### src/rtl/usb_tx_pkg.sv
`default_nettype none
// ============================================================================
//  Module  : usb_tx_pkg
//  Brief   : Shared constants, state type and output-ordering helpers for the
//            USB transmit CRC generator.
//  Rev     : 1.0  initial release
// ============================================================================
package usb_tx_pkg;

  localparam logic [4:0]  CRC5_POLY  = 5'h05;
  localparam logic [15:0] CRC16_POLY = 16'h8005;
  localparam logic [4:0]  CRC5_INIT  = 5'h1F;
  localparam logic [15:0] CRC16_INIT = 16'hFFFF;
  localparam int          TOKEN_BITS = 11;

  typedef enum logic [1:0] {
    IDLE    = 2'd0,
    SHIFT5  = 2'd1,
    SHIFT16 = 2'd2,
    DONE    = 2'd3
  } crc_state_t;

  // The LFSR MSB is the first CRC bit on the wire, so transmit order is the
  // complemented register bit-reversed.
  function automatic logic [4:0] crc5_tx(input logic [4:0] lfsr);
    logic [4:0] res;
    for (int i = 0; i < 5; i++) res[i] = ~lfsr[4-i];
    return res;
  endfunction

  function automatic logic [15:0] crc16_tx(input logic [15:0] lfsr);
    logic [15:0] res;
    for (int i = 0; i < 16; i++) res[i] = ~lfsr[15-i];
    return res;
  endfunction

endpackage
`default_nettype wire

### src/rtl/usb_serial_lfsr.sv
`default_nettype none
// ============================================================================
//  Module  : usb_serial_lfsr
//  Brief   : One-bit-per-clock Galois CRC register with load and shift.
//  Rev     : 1.0  initial release
// ============================================================================
module usb_serial_lfsr #(
  parameter int               WIDTH = 5,
  parameter logic [WIDTH-1:0] POLY  = '0,
  parameter logic [WIDTH-1:0] INIT  = '1
) (
  input  logic             clk,
  input  logic             rst,
  input  logic             load,
  input  logic             shift,
  input  logic             din,
  output logic [WIDTH-1:0] lfsr_next
);

  logic [WIDTH-1:0] lfsr_q, lfsr_d;
  logic             fb;

  always_comb begin
    fb     = lfsr_q[WIDTH-1] ^ din;
    lfsr_d = lfsr_q;
    if (load) begin
      lfsr_d = INIT;
    end else if (shift) begin
      lfsr_d = {lfsr_q[WIDTH-2:0], 1'b0} ^ (fb ? POLY : '0);
    end
  end

  // The next value lets the owner capture the result on the final shift edge.
  assign lfsr_next = lfsr_d;

  always_ff @(posedge clk) begin
    if (rst) lfsr_q <= '0;
    else     lfsr_q <= lfsr_d;
  end

endmodule
`default_nettype wire

### src/rtl/usb_tx_crc_gen.sv
`default_nettype none
// ============================================================================
//  Module  : usb_tx_crc_gen
//  Brief   : Serial CRC5/CRC16 generator for USB token and data packets.
//  Rev     : 1.0  initial release
// ============================================================================
module usb_tx_crc_gen
  import usb_tx_pkg::*;
#(
  parameter int DATA_BYTES = 8
) (
  input  logic                    clk,
  input  logic                    rst,
  input  logic                    start_crc5,
  input  logic                    start_crc16,
  input  logic [TOKEN_BITS-1:0]   token_field,
  input  logic [8*DATA_BYTES-1:0] data,
  input  logic [3:0]              data_len,
  output logic                    busy,
  output logic                    done,
  output logic [4:0]              crc5,
  output logic [15:0]             crc16
);

  localparam int         DATA_W  = 8 * DATA_BYTES;
  localparam logic [3:0] MAX_LEN = 4'(DATA_BYTES);

  crc_state_t            state_q, state_d;
  logic [6:0]            cnt_q, cnt_d;
  logic [TOKEN_BITS-1:0] token_q, token_d;
  logic [DATA_W-1:0]     data_q, data_d;
  logic [3:0]            len_q, len_d;
  logic [4:0]            crc5_q, crc5_d;
  logic [15:0]           crc16_q, crc16_d;
  logic                  load5, shift5, load16, shift16;
  logic [4:0]            lfsr5_next;
  logic [15:0]           lfsr16_next;
  logic [6:0]            last16;

  assign last16 = {len_q, 3'b000} - 7'd1;

  usb_serial_lfsr #(.WIDTH(5), .POLY(CRC5_POLY), .INIT(CRC5_INIT)) u_lfsr5 (
    .clk       (clk),
    .rst       (rst),
    .load      (load5),
    .shift     (shift5),
    .din       (token_q[0]),
    .lfsr_next (lfsr5_next)
  );

  usb_serial_lfsr #(.WIDTH(16), .POLY(CRC16_POLY), .INIT(CRC16_INIT)) u_lfsr16 (
    .clk       (clk),
    .rst       (rst),
    .load      (load16),
    .shift     (shift16),
    .din       (data_q[0]),
    .lfsr_next (lfsr16_next)
  );

  always_comb begin
    state_d = state_q;
    cnt_d   = cnt_q;
    token_d = token_q;
    data_d  = data_q;
    len_d   = len_q;
    crc5_d  = crc5_q;
    crc16_d = crc16_q;
    load5   = 1'b0;
    shift5  = 1'b0;
    load16  = 1'b0;
    shift16 = 1'b0;
    case (state_q)
      IDLE: begin
        if (start_crc16) begin
          data_d  = data;
          len_d   = (data_len > MAX_LEN) ? MAX_LEN : data_len;
          load16  = 1'b1;
          cnt_d   = '0;
          state_d = SHIFT16;
        end else if (start_crc5) begin
          token_d = token_field;
          load5   = 1'b1;
          cnt_d   = '0;
          state_d = SHIFT5;
        end
      end
      SHIFT5: begin
        // Latched fields shift right so bit 0 is always the next bit to send.
        shift5  = 1'b1;
        token_d = token_q >> 1;
        cnt_d   = cnt_q + 7'd1;
        if (cnt_q == 7'(TOKEN_BITS - 1)) begin
          crc5_d  = crc5_tx(lfsr5_next);
          state_d = DONE;
        end
      end
      SHIFT16: begin
        if (len_q == 4'd0) begin
          crc16_d = crc16_tx(lfsr16_next);
          state_d = DONE;
        end else begin
          shift16 = 1'b1;
          data_d  = data_q >> 1;
          cnt_d   = cnt_q + 7'd1;
          if (cnt_q == last16) begin
            crc16_d = crc16_tx(lfsr16_next);
            state_d = DONE;
          end
        end
      end
      DONE: begin
        cnt_d   = '0;
        state_d = IDLE;
      end
      default: state_d = IDLE;
    endcase
  end

  always_ff @(posedge clk) begin
    if (rst) begin
      state_q <= IDLE;
      cnt_q   <= '0;
      token_q <= '0;
      data_q  <= '0;
      len_q   <= '0;
      crc5_q  <= '0;
      crc16_q <= '0;
    end else begin
      state_q <= state_d;
      cnt_q   <= cnt_d;
      token_q <= token_d;
      data_q  <= data_d;
      len_q   <= len_d;
      crc5_q  <= crc5_d;
      crc16_q <= crc16_d;
    end
  end

  assign busy  = (state_q == SHIFT5) || (state_q == SHIFT16);
  assign done  = (state_q == DONE);
  assign crc5  = crc5_q;
  assign crc16 = crc16_q;

endmodule
`default_nettype wire

### config.mk
export PLATFORM = sky130hd
export DESIGN_NAME = usb_tx_crc_gen
export DESIGN_NICKNAME = d
export VERILOG_FILES = /design/src/rtl/usb_tx_pkg.sv /design/src/rtl/usb_serial_lfsr.sv /design/src/rtl/usb_tx_crc_gen.sv
export SDC_FILE = /design/constraint.sdc
export NUM_CORES = 1
export LEC_CHECK = 0
export CORE_MARGIN = 1
export CORE_UTILIZATION = 52
export DETAILED_ROUTE_END_ITERATION = 8
export GPL_TIMING_DRIVEN = 0
export PLACE_DENSITY = 0.9
export SLEW_MARGIN = 15
export SYNTH_ARGS = -nofsm -noshare
export SYNTH_HDL_FRONTEND = slang
export SYNTH_SLANG_ARGS = --single-unit
### constraint.sdc
create_clock -name clk -period 2.4 [get_ports clk]
set_input_delay 0.72 -clock clk [delete_from_list [all_inputs] [get_ports clk]]
set_output_delay 0.72 -clock clk [all_outputs]
set_load 0.01 [all_outputs]
**Word level (Yosys, flattened, before mapping)**

Index checks and enable logic that the tools add are counted.

- Equal/unequal tests: 12
- Bitwise gates (word level): 25
- $add $sub $neg: 2
- Muxes and demuxes: 33
- Order comparisons: 1
- Reductions and logical operators: 13

Operators by type and width:

| kind | count |
|---|---|
| $mux W64 | 2 |
| $pmux W64 S2 | 1 |
| $mux W16 | 5 |
| $pmux W7 S4 | 1 |
| $mux W11 | 2 |
| $pmux W11 S2 | 1 |
| $mux W7 | 3 |
| $not A1 Y1 | 21 |
| $xor A16 B16 Y16 | 1 |
| $mux W2 | 5 |
| $mux W5 | 2 |
| $ne A2 B2 Y1 const B | 5 |
| $reduce_and A3 Y1 | 3 |
| $mux W1 | 8 |
| $pmux W2 S4 | 1 |
| $reduce_and A2 Y1 | 4 |
| $add A7 B1 Y7 const B | 1 |
| $eq A7 B4 Y1 const B | 1 |
| $eq A7 B7 Y1 | 1 |
| $sub A7 B1 Y7 const B | 1 |
| $ne A3 B3 Y1 const B | 2 |
| $reduce_bool A2 Y1 | 3 |
| $xor A5 B5 Y5 | 1 |
| $eq A2 B2 Y1 const B | 2 |
| other kinds (8) | 9 |

- Output and inout bits: 23
- Bits of input ports: 83
- Register bits after elaboration: 130

**Depth between registers and ports, before layout**

- Word-level depth: 8
- Depth in mapped cells: 9
- Gate-level depth less buffers: 7

**Modules after synthesis**

From an unflattened synthesis, not the netlist that was laid out.

- Cells, all modules: 608
- Area total of the unflattened synthesis: 5,784.3 um^2

By module, submodules not included:

| module | cells each | sequential area each (um^2) | instances | area each (um^2) |
|---|---|---|---|---|
| usb_tx_crc_gen | 510 | 2,182.1 | 1 | 4,787.1 |
| usb_serial_lfsr at u_lfsr16 | 75 | 320.3 | 1 | 745.7 |
| usb_serial_lfsr at u_lfsr5 | 23 | 100.1 | 1 | 251.5 |

**Worst setup path before layout**

No wires, ideal clock.

- Kind: reg-to-reg
- Start: register len_q[0]
- End: register crc16_q[10], in the netlist crc16[10]
- Buffers on the path: 1
- Period minus slack after synthesis: 2.186 ns
- Cell stages (with the launch flop): 9
- Library setup time: 0.128 ns
- Slack: 0.214 ns
- Arrival time: 2.059 ns
- Cells stage by stage: dfxtp_1 > inv_1 > ha_1 > xor2_1 > nand4_1 > o41ai_4 > buf_6 > mux2i_1 > nor2_1

- Cells in the longest elaborated chain, start to end: 8
- Elaborated cells between the ends (all ways): 12
- Those cells by class: 1 x add/sub; 1 x eq/ne; 6 x mux; 1 x bitwise; 3 x reduce/logical

RTL lines:

| element | line | RTL |
|---|---|---|
| start: declaration | usb_tx_crc_gen.sv:32 | `logic [3:0] len_q, len_d;` |
| start signal: assignment | usb_tx_crc_gen.sv:133 | `len_q <= len_d;` |
| parallel branches: the longest is 8 deep, another holds $sub A7 B1 Y7 | n/a |  |
| end signal: assignment | usb_tx_crc_gen.sv:135 | `crc16_q <= crc16_d;` |
| end: declaration | usb_tx_crc_gen.sv:34 | `logic [15:0] crc16_q, crc16_d;` |

Several ways; the timed one is not identified. The select of a mux whose other input is x is not followed.
A chain may end at the register's enable or synchronous reset.

**Worst setup path in the final report**

- Start: register state_q[1]
- End: output port busy

- Cells in the longest elaborated chain, start to end: 2
- Elaborated cells between the ends (all ways): 3
- Those cells by class: 2 x eq/ne; 1 x reduce/logical

RTL lines:

| element | line | RTL |
|---|---|---|
| start: declaration | usb_tx_crc_gen.sv:28 | `crc_state_t state_q, state_d;` |
| start signal: assignment | usb_tx_crc_gen.sv:129 | `state_q <= state_d;` |
| $eq A2 B1 Y1 / $eq A2 B2 Y1 (equally long branches) | usb_tx_crc_gen.sv:139 | `assign busy = (state_q == SHIFT5) \|\| (state_q == SHIFT16);` |
| $logic_or A1 B1 Y1 * | usb_tx_crc_gen.sv:139 |  |
| end: declaration | usb_tx_crc_gen.sv:19 | `output logic busy,` |

Mark *: on every way between the ends. The rest lies on a longest branch, timed or not.

==> results.py <==
metrics = {
    "setup_path": {
        "start_kind": "flop",
        "path_cells": "inv_1, ha_1, dlygate4sd2_1",
        "worst_path_largest_cell_delay_ns": 0.36,
        "critPathRequiredTime_ns": 1.68,
        "cpMaxStageDelayCell": "dfxtp_1",
        "cp-end-kind": "output pin",
        "crit_fanout": 3,
        "cp.arrival_ns": 1.59,
        "worst-setup-path-type": "flop to output pin",
    },
    "yosys": {
        "synth.yosys.warnings": 0,
        "avgSynthCellArea_um2": 9.48,
        "synth_compound_area_share_pct": 15.4,
        "yosysTopAreaCell": "dfxtp_1",
        "seq_area_frac_synth_pct": 45.7,
        "syn-cell-area_um2": 5700,
        "synth_nets": 692,
        "synth_mux_area_share_pct": 16.3,
        "synth-simple-area-share_pct": 14.0,
        "synth_top_area_share_pct": 45.7,
        "synth_ff_type": "dfxtp_1",
        "ys_seq_elements": 130,
        "ys_async_sr_fraction_pct": 0,
        "synth_edf_count": 0,
        "synthTopCellsByArea": "dfxtp_1 (46%), mux2i_1 (16%), a211oi_1 (12%), nor2_1 (8.0%), clkbuf_1 (2.1%)",
        "synth_top_family_by_area": "multiplexers",
        "synthXorXnorAreaFrac_pct": 2.61,
        "synthAdderAreaFrac_pct": 1.76,
        "ys_types": 40,
        "syn_inst": 601,
    },
    "sta": {
        "fin_crit_ns": 2.31,
        "slew_violations": 0,
        "clock_skew_ns": 0.00344,
        "fmaxAchievable_mhz": 434,
        "final.setup.tns_ns": 0,
        "period_share_pct": 96.1,
        "rsz0062_at_grt": "no",
        "setup_violations": 0,
        "final_hold_viol_count": 0,
        "tightest_slew_ns": 0.732,
        "relSlewSlack_pct": 51.2,
    },
    "cts": {
        "clk_latency_ns": 0.53,
        "cts_tree": "yes",
        "cts_root_buffer": "clkbuf_8",
        "htreeDepth": 4,
        "cts.sinks": 130,
        "path_clk_slew_ns": 0.06,
        "cts_max_path_buffers": 2,
        "cts-buffers-inserted": 17,
        "hold_buffers": 0,
    },
    "detailed_routing": {
        "via_count": 4933,
        "wl_per_cell_um": 16.2,
        "drt_wl_total_um": 14100,
        "firstDrtPassIters": 4,
        "drt_iter0_markers": 194,
        "vias_per_cell": 5.66,
        "drc": 0,
        "antenna_left": 0,
    },
    "global_route": {
        "grt_pass1_wl_um": 23400,
        "antenna_found_initial": 0,
        "grt-ovfl-total": 0,
        "track_usage_pct": 26.2,
        "grt_start_max_net_pins": 17,
        "grt_pass1_vias": 5137,
    },
    "power": {
        "peakVddDrop_mv": 0.704,
        "leakagePower_uw": 0.00283,
        "cellPowerDensity_nw_per_um2": 1220,
    },
    "finish": {
        "final_common_cell": "dfxtp_1",
        "syn2layout_area_growth_pct": 32.1,
        "fin_nets": 814,
        "num_antenna_cells": 0,
        "final_cell_mix": "dfxtp_1 (129), nor2_1 (122), clkdlybuf4s50_1 (103), mux2i_1 (93), a211oi_1 (85)",
        "drive_above_1_share_pct": 8.16,
        "fillers": 758,
        "fin_util_pct": 71.9,
        "instances_no_fill": 871,
    },
    "min_path": {
        "hold_class": "flop to flop",
    },
    "place": {
        "hpwl_um": 9760,
        "place.gp.congestion": 0.838,
        "dp.cells": 841,
        "port_buffers": 104,
    },
    "die": {
        "die_w_um": 107,
        "io_pins": 106,
        "num_rows": 37,
        "coreArea_um2": 10500,
        "start_util_pct": 54.4,
        "die_y_um": 107,
        "dieArea_um2": 11400,
    },
    "run_status": {
        "status": "finished clean",
    },
    "job": {
        "drv_cap": 0,
    },
}
[power breakdown]
part	switching, uW	internal (uW)	total [uW]	leakage [uW]
logic	1820	1450	3270	0.00147
clock network	892	1620	2510	0.000293
registers	466	2930	3400	0.00107
[kinds of logic after synthesis]
logic type	count (synthesis)
buf+inv	55
compound gates	120
fa+ha+maj	8
simple gates	178
xor+xnor	17
flops	130
mux	93
[repair_timing]
action                                  in CTS  in global routing
setup buffers                                1                  0
endpoints found under the setup margin      42                 54
gates resized for setup                      2                 19
pin swaps                                    1                  0
[cells in the mapped netlist (2+ instances only)]
| library cell | instances |
|---|---|
| dfxtp_1 | 130 |
| nor2_1 | 122 |
| mux2i_1 | 93 |
| a211oi_1 | 89 |
| clkbuf_1 | 32 |
| a21oi_1 | 18 |
| and3_1 | 15 |
| nand2_1 | 14 |
| xnor2_1 | 9 |
| ha_1 | 8 |
| inv_1 | 8 |
| xor2_1 | 8 |
| buf_1 | 7 |
| nand3b_1 | 5 |
| nand4_1 | 5 |
| buf_2 | 4 |
| nor3_1 | 4 |
| a31o_2 | 3 |
| o21ai_0 | 3 |
| and2_1 | 2 |
| buf_4 | 2 |
| nor2b_1 | 2 |
[final timing paths]
kind	end	start	slack [ns]	cells past startpoint
min reg2reg	crc5[4]	crc5[4]	0.46	2
max	busy	state_q[1]	0.09	3
min	crc5[4]	crc5[4]	0.46	2
max reg2reg	crc5[0]	state_q[1]	0.17	7
[stage by stage]
| step | power [uW] | cell area [um2] | hold WS [ns] | setup WS, ns |
|---|---|---|---|---|
| 2_1_floorplan | 5660 | 5700 | 0.445 | 0.214 |
| 3_3_place_gp | 6370 | 6910 | 0.446 | -0.590 |
| 3_5_place_dp | 6590 | 6910 | 0.452 | -0.648 |
| 4_1_cts | 9150 | 7500 | 0.462 | 0.0508 |
| 5_1_grt | 9710 | 7520 | 0.491 | 0.0205 |
| 6_report | 9180 | 7520 | 0.458 | 0.0933 |
[layout make-up]
cell class | count | area [um2] | area share, %
buffer | 45 | 210 | 2.79
clock buffer | 28 | 546 | 7.25
clock inverter | 3 | 40.0 | 0.532
inverter | 8 | 30.0 | 0.399
multi-input combinational | 416 | 2880 | 38.2
sequential | 130 | 2600 | 34.6
tap | 136 | 170 | 2.26
timing repair buffer | 105 | 1050 | 13.9
[layer usage]
layer | part of all wire (%) | global-route usage, % | vias up
met3 | 6.0 | 9.06 | 40
met5 | 0 | 0 | -
met1 | 41 | 28.5 | 2349
met2 | 50 | 45.8 | 158
li1 | - | - | 2386
met4 | 2.9 | 11.7 | 0
[critical path, delay by kind of cell (launching register included)]
family     cells  cell delay (ns)
fa+ha+maj      1             0.31
buf+inv        2             0.39
flops          1             0.36
[registers in the layout (all words and copies together) (netlist names)]
register         cells
u_lfsr16.lfsr_q     16
data_q              64
u_lfsr5.lfsr_q       5
cnt_q                7
token_q             11
crc5                 5
len_q                4
crc16               16
state_q              2
Note: power is estimated with default switching activity, not from simulation.
